<file path="config.mk">
export PLATFORM = sky130hd
export DESIGN_NAME = cs_accumulator_flat
export DESIGN_NICKNAME = d
export VERILOG_FILES = /design/src/rtl/cs_accumulator_if.sv /design/src/rtl/cs_accumulator.sv /design/src/flat_wrapper.sv
export SDC_FILE = /design/constraint.sdc
export NUM_CORES = 1
export LEC_CHECK = 0
export ABC_CLOCK_PERIOD_IN_PS = 2700
export BUFFER_PORTS_ARGS = -buffer_cell sky130_fd_sc_hd__buf_2
export CAP_MARGIN = 20
export CORE_MARGIN = 5
export CORE_UTILIZATION = 45
export CTS_BUF_LIST = sky130_fd_sc_hd__clkbuf_16
export DETAILED_ROUTE_END_ITERATION = 10
export PLACE_DENSITY = 0.75
export SYNTH_ARGS = -nofsm -noshare
export SYNTH_HDL_FRONTEND = slang
export SYNTH_SLANG_ARGS = --single-unit
</file>
<file path="constraint.sdc">
create_clock -name clk -period 2.7 [get_ports clk]
set_input_delay 0.81 -clock clk [delete_from_list [all_inputs] [get_ports clk]]
set_output_delay 0.81 -clock clk [all_outputs]
set_load 0.01 [all_outputs]
</file>
<file path="src/rtl/cs_accumulator_if.sv">
// Handshake bundle for cs_accumulator: sample stream in, resolved packet total out.
// The master drives samples and accepts results; the slave is the accumulator.
interface cs_accumulator_if #(
    parameter int width       = 8,
    parameter int acc_width   = 12,
    parameter int count_width = 8
);
    logic                   in_valid;
    logic                   in_ready;
    logic [width-1:0]       in_data;
    logic                   in_last;
    logic                   out_valid;
    logic                   out_ready;
    logic [acc_width-1:0]   sum;
    logic [count_width-1:0] count;
    logic                   carry_out;

    modport master (
        output in_valid, in_data, in_last, out_ready,
        input  in_ready, out_valid, sum, count, carry_out
    );

    modport slave (
        input  in_valid, in_data, in_last, out_ready,
        output in_ready, out_valid, sum, count, carry_out
    );
endinterface

</file>
<file path="src/rtl/cs_accumulator.sv">
// Streaming packet accumulator: carry-save running total per beat, then a
// chunk-per-cycle ripple resolve of S + C before presenting the result.
module cs_accumulator #(
    parameter int width       = 8,
    parameter int acc_width   = 12,
    parameter int chunk       = 4,
    parameter int count_width = 8
) (
    input  logic                clk,
    input  logic                rst_n,
    cs_accumulator_if.slave     bus
);
    localparam int n_slices  = acc_width / chunk;
    localparam int idx_width = (n_slices > 1) ? $clog2(n_slices) : 1;

    typedef enum logic [1:0] {ACCUM, RESOLVE, OUTPUT} state_t;

    state_t                 state;
    logic [acc_width-1:0]   s_vec;
    logic [acc_width-1:0]   c_vec;
    logic [acc_width-1:0]   x_vec;
    logic [acc_width-1:0]   maj_vec;
    logic [acc_width-1:0]   sum_q;
    logic [count_width-1:0] beat_count;
    logic [count_width-1:0] count_q;
    logic [idx_width-1:0]   slice_idx;
    logic [chunk-1:0]       s_slice;
    logic [chunk-1:0]       c_slice;
    logic [chunk:0]         slice_total;
    logic                   wrap;
    logic                   cy;
    logic                   carry_q;
    logic                   accept;

    assign accept        = bus.in_valid && (state == ACCUM);
    assign bus.in_ready  = (state == ACCUM);
    assign bus.out_valid = (state == OUTPUT);
    assign bus.sum       = sum_q;
    assign bus.count     = count_q;
    assign bus.carry_out = carry_q;

    always_comb begin
        x_vec              = '0;
        x_vec[width-1:0]   = bus.in_data;
        maj_vec            = (s_vec & c_vec) | (s_vec & x_vec) | (c_vec & x_vec);
    end

    // Slice mux by loop so the select never reaches past the top of S/C.
    always_comb begin
        s_slice = '0;
        c_slice = '0;
        for (int k = 0; k < n_slices; k++) begin
            if (slice_idx == idx_width'(k)) begin
                s_slice = s_vec[k*chunk +: chunk];
                c_slice = c_vec[k*chunk +: chunk];
            end
        end
        slice_total = {1'b0, s_slice} + {1'b0, c_slice} + {{chunk{1'b0}}, cy};
    end

    always_ff @(posedge clk or negedge rst_n) begin
        if (!rst_n) begin
            state      <= ACCUM;
            s_vec      <= '0;
            c_vec      <= '0;
            sum_q      <= '0;
            beat_count <= '0;
            count_q    <= '0;
            slice_idx  <= '0;
            wrap       <= 1'b0;
            cy         <= 1'b0;
            carry_q    <= 1'b0;
        end else begin
            case (state)
                ACCUM: begin
                    if (accept) begin
                        s_vec <= s_vec ^ c_vec ^ x_vec;
                        c_vec <= maj_vec << 1;
                        // The carry leaving C's top bit is a lost 2^acc_width.
                        wrap  <= wrap | maj_vec[acc_width-1];
                        if (beat_count != '1) begin
                            beat_count <= beat_count + 1'b1;
                        end
                        if (bus.in_last) begin
                            state     <= RESOLVE;
                            slice_idx <= '0;
                            cy        <= 1'b0;
                        end
                    end
                end
                RESOLVE: begin
                    if (slice_idx == '0) begin
                        count_q <= beat_count;
                    end
                    for (int k = 0; k < n_slices; k++) begin
                        if (slice_idx == idx_width'(k)) begin
                            sum_q[k*chunk +: chunk] <= slice_total[chunk-1:0];
                        end
                    end
                    cy <= slice_total[chunk];
                    if (slice_idx == idx_width'(n_slices - 1)) begin
                        carry_q <= wrap | slice_total[chunk];
                        state   <= OUTPUT;
                    end else begin
                        slice_idx <= slice_idx + 1'b1;
                    end
                end
                OUTPUT: begin
                    if (bus.out_ready) begin
                        s_vec      <= '0;
                        c_vec      <= '0;
                        beat_count <= '0;
                        wrap       <= 1'b0;
                        state      <= ACCUM;
                    end
                end
                default: state <= ACCUM;
            endcase
        end
    end
endmodule
</file>
<file path="src/flat_wrapper.sv">
// flat-port wrapper written by rule: the top's interface ports become plain ports
module cs_accumulator_flat 
#(
    parameter int width       = 8,
    parameter int acc_width   = 12,
    parameter int chunk       = 4,
    parameter int count_width = 8
)
  (clk, rst_n, bus_in_valid, bus_in_data, bus_in_last, bus_out_ready, bus_in_ready, bus_out_valid, bus_sum, bus_count, bus_carry_out);
  cs_accumulator_if #(.width(width), .acc_width(acc_width), .count_width(count_width)) bus_i ();
  input  logic clk;
  input  logic rst_n;
  input wire logic [$bits(bus_i.in_valid)-1:0] bus_in_valid;
  input wire logic [$bits(bus_i.in_data)-1:0] bus_in_data;
  input wire logic [$bits(bus_i.in_last)-1:0] bus_in_last;
  input wire logic [$bits(bus_i.out_ready)-1:0] bus_out_ready;
  output wire logic [$bits(bus_i.in_ready)-1:0] bus_in_ready;
  output wire logic [$bits(bus_i.out_valid)-1:0] bus_out_valid;
  output wire logic [$bits(bus_i.sum)-1:0] bus_sum;
  output wire logic [$bits(bus_i.count)-1:0] bus_count;
  output wire logic [$bits(bus_i.carry_out)-1:0] bus_carry_out;
  assign bus_i.in_valid = bus_in_valid;
  assign bus_i.in_data = bus_in_data;
  assign bus_i.in_last = bus_in_last;
  assign bus_i.out_ready = bus_out_ready;
  assign bus_in_ready = bus_i.in_ready;
  assign bus_out_valid = bus_i.out_valid;
  assign bus_sum = bus_i.sum;
  assign bus_count = bus_i.count;
  assign bus_carry_out = bus_i.carry_out;
  cs_accumulator #(.width(width), .acc_width(acc_width), .chunk(chunk), .count_width(count_width)) u_core (.clk(clk), .rst_n(rst_n), .bus(bus_i));
endmodule
</file>
* Word level (Yosys, flattened, before mapping) *
Index checks and enable logic that the tools add are counted.

cells by class
  $add $sub $neg = 4
  eq/ne operators = 11
  multiplexer cells = 30
  bitwise operators = 9
  reductions and logical operators = 13

operators with widths
  kind                                                  count
  one-hot mux 12 bit (2 select lines)                   2
  2-to-1 mux 12 bit                                     3
  AND 12 x 8 -> 12 bit                                  2
  2-to-1 mux 4 bit                                      6
  2-to-1 mux 8 bit                                      3
  bitwise OR 12 bit                                     2
  one-hot mux 8 bit (2 select lines)                    1
  2-to-1 mux 2 bit                                      7
  AND 12 bit                                            1
  AND reduction 4 bit                                   3
  bitwise XOR 12 bit                                    1
  bitwise XOR 12 x 8 -> 12 bit                          1
  adder 8 x 1 -> 8 bit (second input constant)          1
  != test 8 bit (second input constant)                 1
  != test 2 x 1 -> 1 bit (second input constant)        3
  != test 2 bit (second input constant)                 3
  one-hot mux 2 bit (3 select lines)                    1
  AND reduction 2 bit                                   3
  AND reduction 3 bit                                   2
  adder 4 x 4 -> 5 bit                                  1
  adder 5 x 1 -> 5 bit                                  1
  equality test 2 x 1 -> 1 bit (second input constant)  2
  equality test 2 bit (second input constant)           2
  logical NOT 2 bit                                     2
  7 further kinds                                       13

storage, ports and cells
  register bits = 59
  input port bits = 13
  output and inout port bits = 23
  word-level logic and storage cells = 79

* Depth between registers and ports, before layout *
  word-level depth = 7
  mapped depth = 13

* Worst setup path before layout *
Ideal clock, no wire load.

  kind = reg2reg
  start = register u_core.slice_idx[0]
  end = register u_core.sum_q[9] (netlist: u_core.bus.sum[9])
  library setup time = 0.125 ns
  arrival time = 2.473 ns
  slack = 0.103 ns
  cell stages (with the launch flop) = 10
  path buffers = 2
  clock period less this slack = 2.597 ns
  cell sequence = dfrtp_1 > inv_1 > ha_1 > clkbuf_1 > clkbuf_1 > a21oi_1 > fa_1 > inv_1 > fa_1 > mux2_2

on the way
  longest elaborated chain between the ends = 6
  elaborated cells between the ends (all ways) = 12
  classes of those cells = 2 x add/sub; 2 x eq/ne; 6 x mux; 2 x reduce/logical

RTL lines
  what                             RTL line               RTL
  from (decl)                      cs_accumulator.sv:26   logic [idx_width-1:0] slice_idx;
  from (signal assigned)           cs_accumulator.sv:105  slice_idx <= slice_idx + 1'b1;
  logical NOT 2 bit                cs_accumulator.sv:53   if (slice_idx == idx_width'(k)) begin
  2-to-1 mux 4 bit (3 in series)   cs_accumulator.sv:53
  adder 4 x 4 -> 5 bit *           cs_accumulator.sv:58   slice_total = {1'b0, s_slice} + {1'b0, c_slice} + {{chunk{1'b0}}, cy};
  adder 5 x 1 -> 5 bit *           cs_accumulator.sv:58
  net u_core.slice_total[1]        cs_accumulator.sv:29   logic [chunk:0] slice_total;
  to (signal, indexed assignment)  cs_accumulator.sv:97   sum_q[k*chunk +: chunk] <= slice_total[chunk-1:0];
  to (decl)                        cs_accumulator.sv:23   logic [acc_width-1:0] sum_q;

The timed path passes the listed nets; every way through them passes the cells marked *.
A chain may end at the register's enable or synchronous reset.

* Worst setup path after layout *
  start = register u_core.slice_idx[0]
  end = register u_core.sum_q[11] (netlist: u_core.bus.sum[11])

on the way
  longest elaborated chain between the ends = 6
  elaborated cells between the ends (all ways) = 12
  classes of those cells = 2 x add/sub; 2 x eq/ne; 6 x mux; 2 x reduce/logical

RTL lines
  what                            RTL line
  logical NOT 2 bit               cs_accumulator.sv:53
  2-to-1 mux 4 bit (3 in series)  cs_accumulator.sv:53
  adder 4 x 4 -> 5 bit            cs_accumulator.sv:58
  adder 5 x 1 -> 5 bit            cs_accumulator.sv:58

Several ways; a longest one is shown, not always the timed one.

==> flow_metrics.env <==
export IMPL_r2r_end="u_core.bus.sum[11]"
export IMPL_dp_cells=352
export IMPL_hold_violations=0
export IMPL_start_util_pct=45.6
export IMPL_crit_arrival_ns=2.77
export IMPL_leakagePower_nw=1.67
export IMPL_synth_top_family_by_area="compound AO/OA/AOI/OAI gates"
export IMPL_setup_violations=0
export IMPL_async_flop_share_pct=100
export IMPL_nNetsFinal=321
export IMPL_cp_start_kind="register"
export IMPL_clk_latency_ns=0.32
export IMPL_synth_cells=248
export IMPL_drt_iter0_drc=129
export IMPL_routed_via_density=5.73
export IMPL_hp_start="u_core.bus.sum[6]"
export IMPL_tightest_slew_ns=0.754
export IMPL_synthSimpleGateAreaFrac_pct=8.97
export IMPL_synth_xor_area_share_pct=0.306
export IMPL_gr_total_overflow=0
export IMPL_core_area_um2=6280
export IMPL_cts_buffers=9
export IMPL_yosys_register_bits=58
export IMPL_synth_area_um2=2860
export IMPL_dieWidth_um=89.7
export IMPL_port_buffers=35
export IMPL_htree_levels=3
export IMPL_end_kind="register"
export IMPL_wl_per_cell_um=16.2
export IMPL_slew_violations=0
export IMPL_synth_compound_area_share_pct=19.2
export IMPL_r2r_setup_slack_ns=0.14
export IMPL_startpoint="u_core.slice_idx[0]"
export IMPL_cts_tree="yes"
export IMPL_fin_crit_sh_pct=94.6
export IMPL_critical_path_class="reg -> reg"
export IMPL_clkTransAtPathRegs_ns=0.05
export IMPL_track_usage_pct=15.8
export IMPL_status="finished, final reports clean"
export IMPL_first_pass_iters=4
export IMPL_clock_skew_final_ns=0.00467
export IMPL_fin_ws_ns=0.145
export IMPL_p_per_area_nw_per_um2=1240
export IMPL_synth_flop_cell="dfrtp_1"
export IMPL_cp_endpoint="u_core.bus.sum[11]"
export IMPL_cts_root_buf="clkbuf_16"
export IMPL_die_area_um2=8050
export IMPL_ant_nets=0
export IMPL_ys_top_cells_by_area="dfrtp_1, a22o_1, fa_1, ha_1, mux2_2"
export IMPL_grt_max_degree=35
export IMPL_diodes=0
export IMPL_synth_area_leader_cell="dfrtp_1"
export IMPL_wirelength_um=5970
export IMPL_via_count=2108
export IMPL_antenna_found_initial=0
export IMPL_drive_gt1_share_pct=25.4
export IMPL_pin_count=36
export IMPL_required_ns=2.91
export IMPL_n_fill_cell=526
export IMPL_relSlewSlack_pct=49.6
export IMPL_area_growth_pct=20.8
export IMPL_max_freq_mhz=391
export IMPL_dp_slack_ns=0.162
export IMPL_r2r_start="u_core.slice_idx[0]"
export IMPL_clk_path_buf_depth=2
export IMPL_fin_util_pct=55.0
export IMPL_synth_top_area_share_pct=50.7
export IMPL_dp_hpwl_um=4260
export IMPL_fin_cells=368
export IMPL_ir_worst_vdd_mv=0.550
export IMPL_maxCapViolCount=0
export IMPL_worst_path_max_fanout=5
export IMPL_r2r_cells=11
export IMPL_grt_pass1_wl_um=10400
export IMPL_rows=29
export IMPL_synth_fa_ha_area_share_pct=12.0
export IMPL_syn_nets=283
export IMPL_ys_types=36
export IMPL_die_h_um=89.7
export IMPL_min_period_ns=2.56
export IMPL_yosysWarnings=0
export IMPL_synthMuxAreaShare_pct=5.47
export IMPL_grt_pass1_vias=2113
export IMPL_clkSinkCount=58
export IMPL_yosysSeqAreaShare_pct=50.7
export IMPL_hold_path_class="reg -> reg"
export IMPL_post_cts_buffers=0
export IMPL_setup_tns_ns=0
export IMPL_syn_area_per_cell_um2=11.5
export IMPL_synth_edf_count=0
export IMPL_drc_errors=0
export IMPL_place_gp_congestion=0.814
## logic make-up after synthesis
| family | Yosys count |
|---|---|
| simple gates | 53 |
| xor+xnor | 1 |
| flops | 58 |
| buf+inv | 23 |
| fa+ha+maj | 22 |
| compound gates | 77 |
| mux | 14 |
## cells in the mapped netlist (all sizes together) (2+ instances only)
cell / n
clkbuf: 9
o21ai: 17
fa: 9
nand2: 21
dfrtp: 58
a21oi: 8
nand3: 3
and3: 2
and2: 2
a22o: 26
mux2: 13
ha: 13
nor2: 9
o21a: 2
o31ai: 11
nand3b: 3
nor2b: 3
a22oi: 6
nand2b: 3
a31oi: 2
buf: 8
nor3: 3
or2: 2
inv: 6
## metal layers
layer  vias up  track usage [%]  wire (um)
li1        981                -          -
met1      1078             20.9       2780
met2        45             23.8       2830
met3         4             4.84        292
met4         0             7.18         71
met5         -                0          0
## worst min path at each step
stage	slack, ns	end	cells after the start
after floorplan	0.46	u_core.cy	1
after global placement	0.46	u_core.bus.sum[6]	2
after detailed placement	0.47	u_core.bus.sum[0]	2
after CTS	0.48	u_core.bus.sum[0]	2
after global routing	0.48	u_core.bus.sum[0]	2
final	0.47	u_core.bus.sum[6]	2
## power breakdown
part,leakage (nW),internal [mW],switching [mW]
clock network,0.148,0.794,0.370
logic,0.771,0.766,0.837
registers,0.755,1.20,0.322
## stage by stage
stage | power (mW) | cell area [um2] | hold WS (ns)
CTS | 4.31 | 3450 | 0.476
global route | 4.59 | 3450 | 0.482
floorplan | 2.60 | 2860 | 0.456
global placement | 3.06 | 3140 | 0.456
finish | 4.29 | 3450 | 0.472
detailed placement | 3.13 | 3140 | 0.465
## sequential cells by signal, summed over array words and instances (netlist names)
name / count
u_core.cy: 1
u_core.state: 2
u_core.bus.carry_out: 1
u_core.slice_idx: 2
u_core.wrap: 1
u_core.c_vec: 11
u_core.bus.count: 8
u_core.beat_count: 8
u_core.s_vec: 12
u_core.bus.sum: 12
## final cells by class
type                       count  area (um2)  area share [%]
clock buffer                   9         225            6.52
multi-input combinational    167        1320            38.2
sequential                    58        1450            42.0
timing repair buffer          44         255            7.39
clock inverter                 7        83.8            2.43
inverter                       6        22.5           0.652
tap                           77        96.3            2.79
## what timing repair did
| action | in CTS | in global routing |
|---|---|---|
| resized for setup | 0 | 3 |
| hold buffers | 0 | 0 |
| setup endpoints to repair | 0 | 5 |
## cells in the final DEF (no fill, tap or decap), drive strengths merged, types with 2 or more instances in the layout
cell type and count:
a31oi 2, dfrtp 58, a22oi 6, nand2 21, clkbuf 9, clkinv 4, o21a 2, o31ai 11
or2 2, nor2 9, ha 13, inv 6, fa 9, buf 44, a22o 26, nand3 3
a21oi 8, nand3b 3, and2 2, mux2 13, nand2b 3, nor3 3, and3 2, o21ai 17
nor2b 3, bufinv 2
## worst max-delay path, cell delays in order, from the launching register on
cell,delay (ns)
dfrtp_1,0.41
inv_1,0.13
ha_1,0.20
nor2b_1,0.20
buf_4,0.16
a22oi_1,0.07
o21ai_0,0.24
ha_1,0.27
nor2b_1,0.13
o21a_1,0.18
o21a_1,0.20
o31ai_1,0.26
No activity file was read; power rests on OpenSTA's default activity.
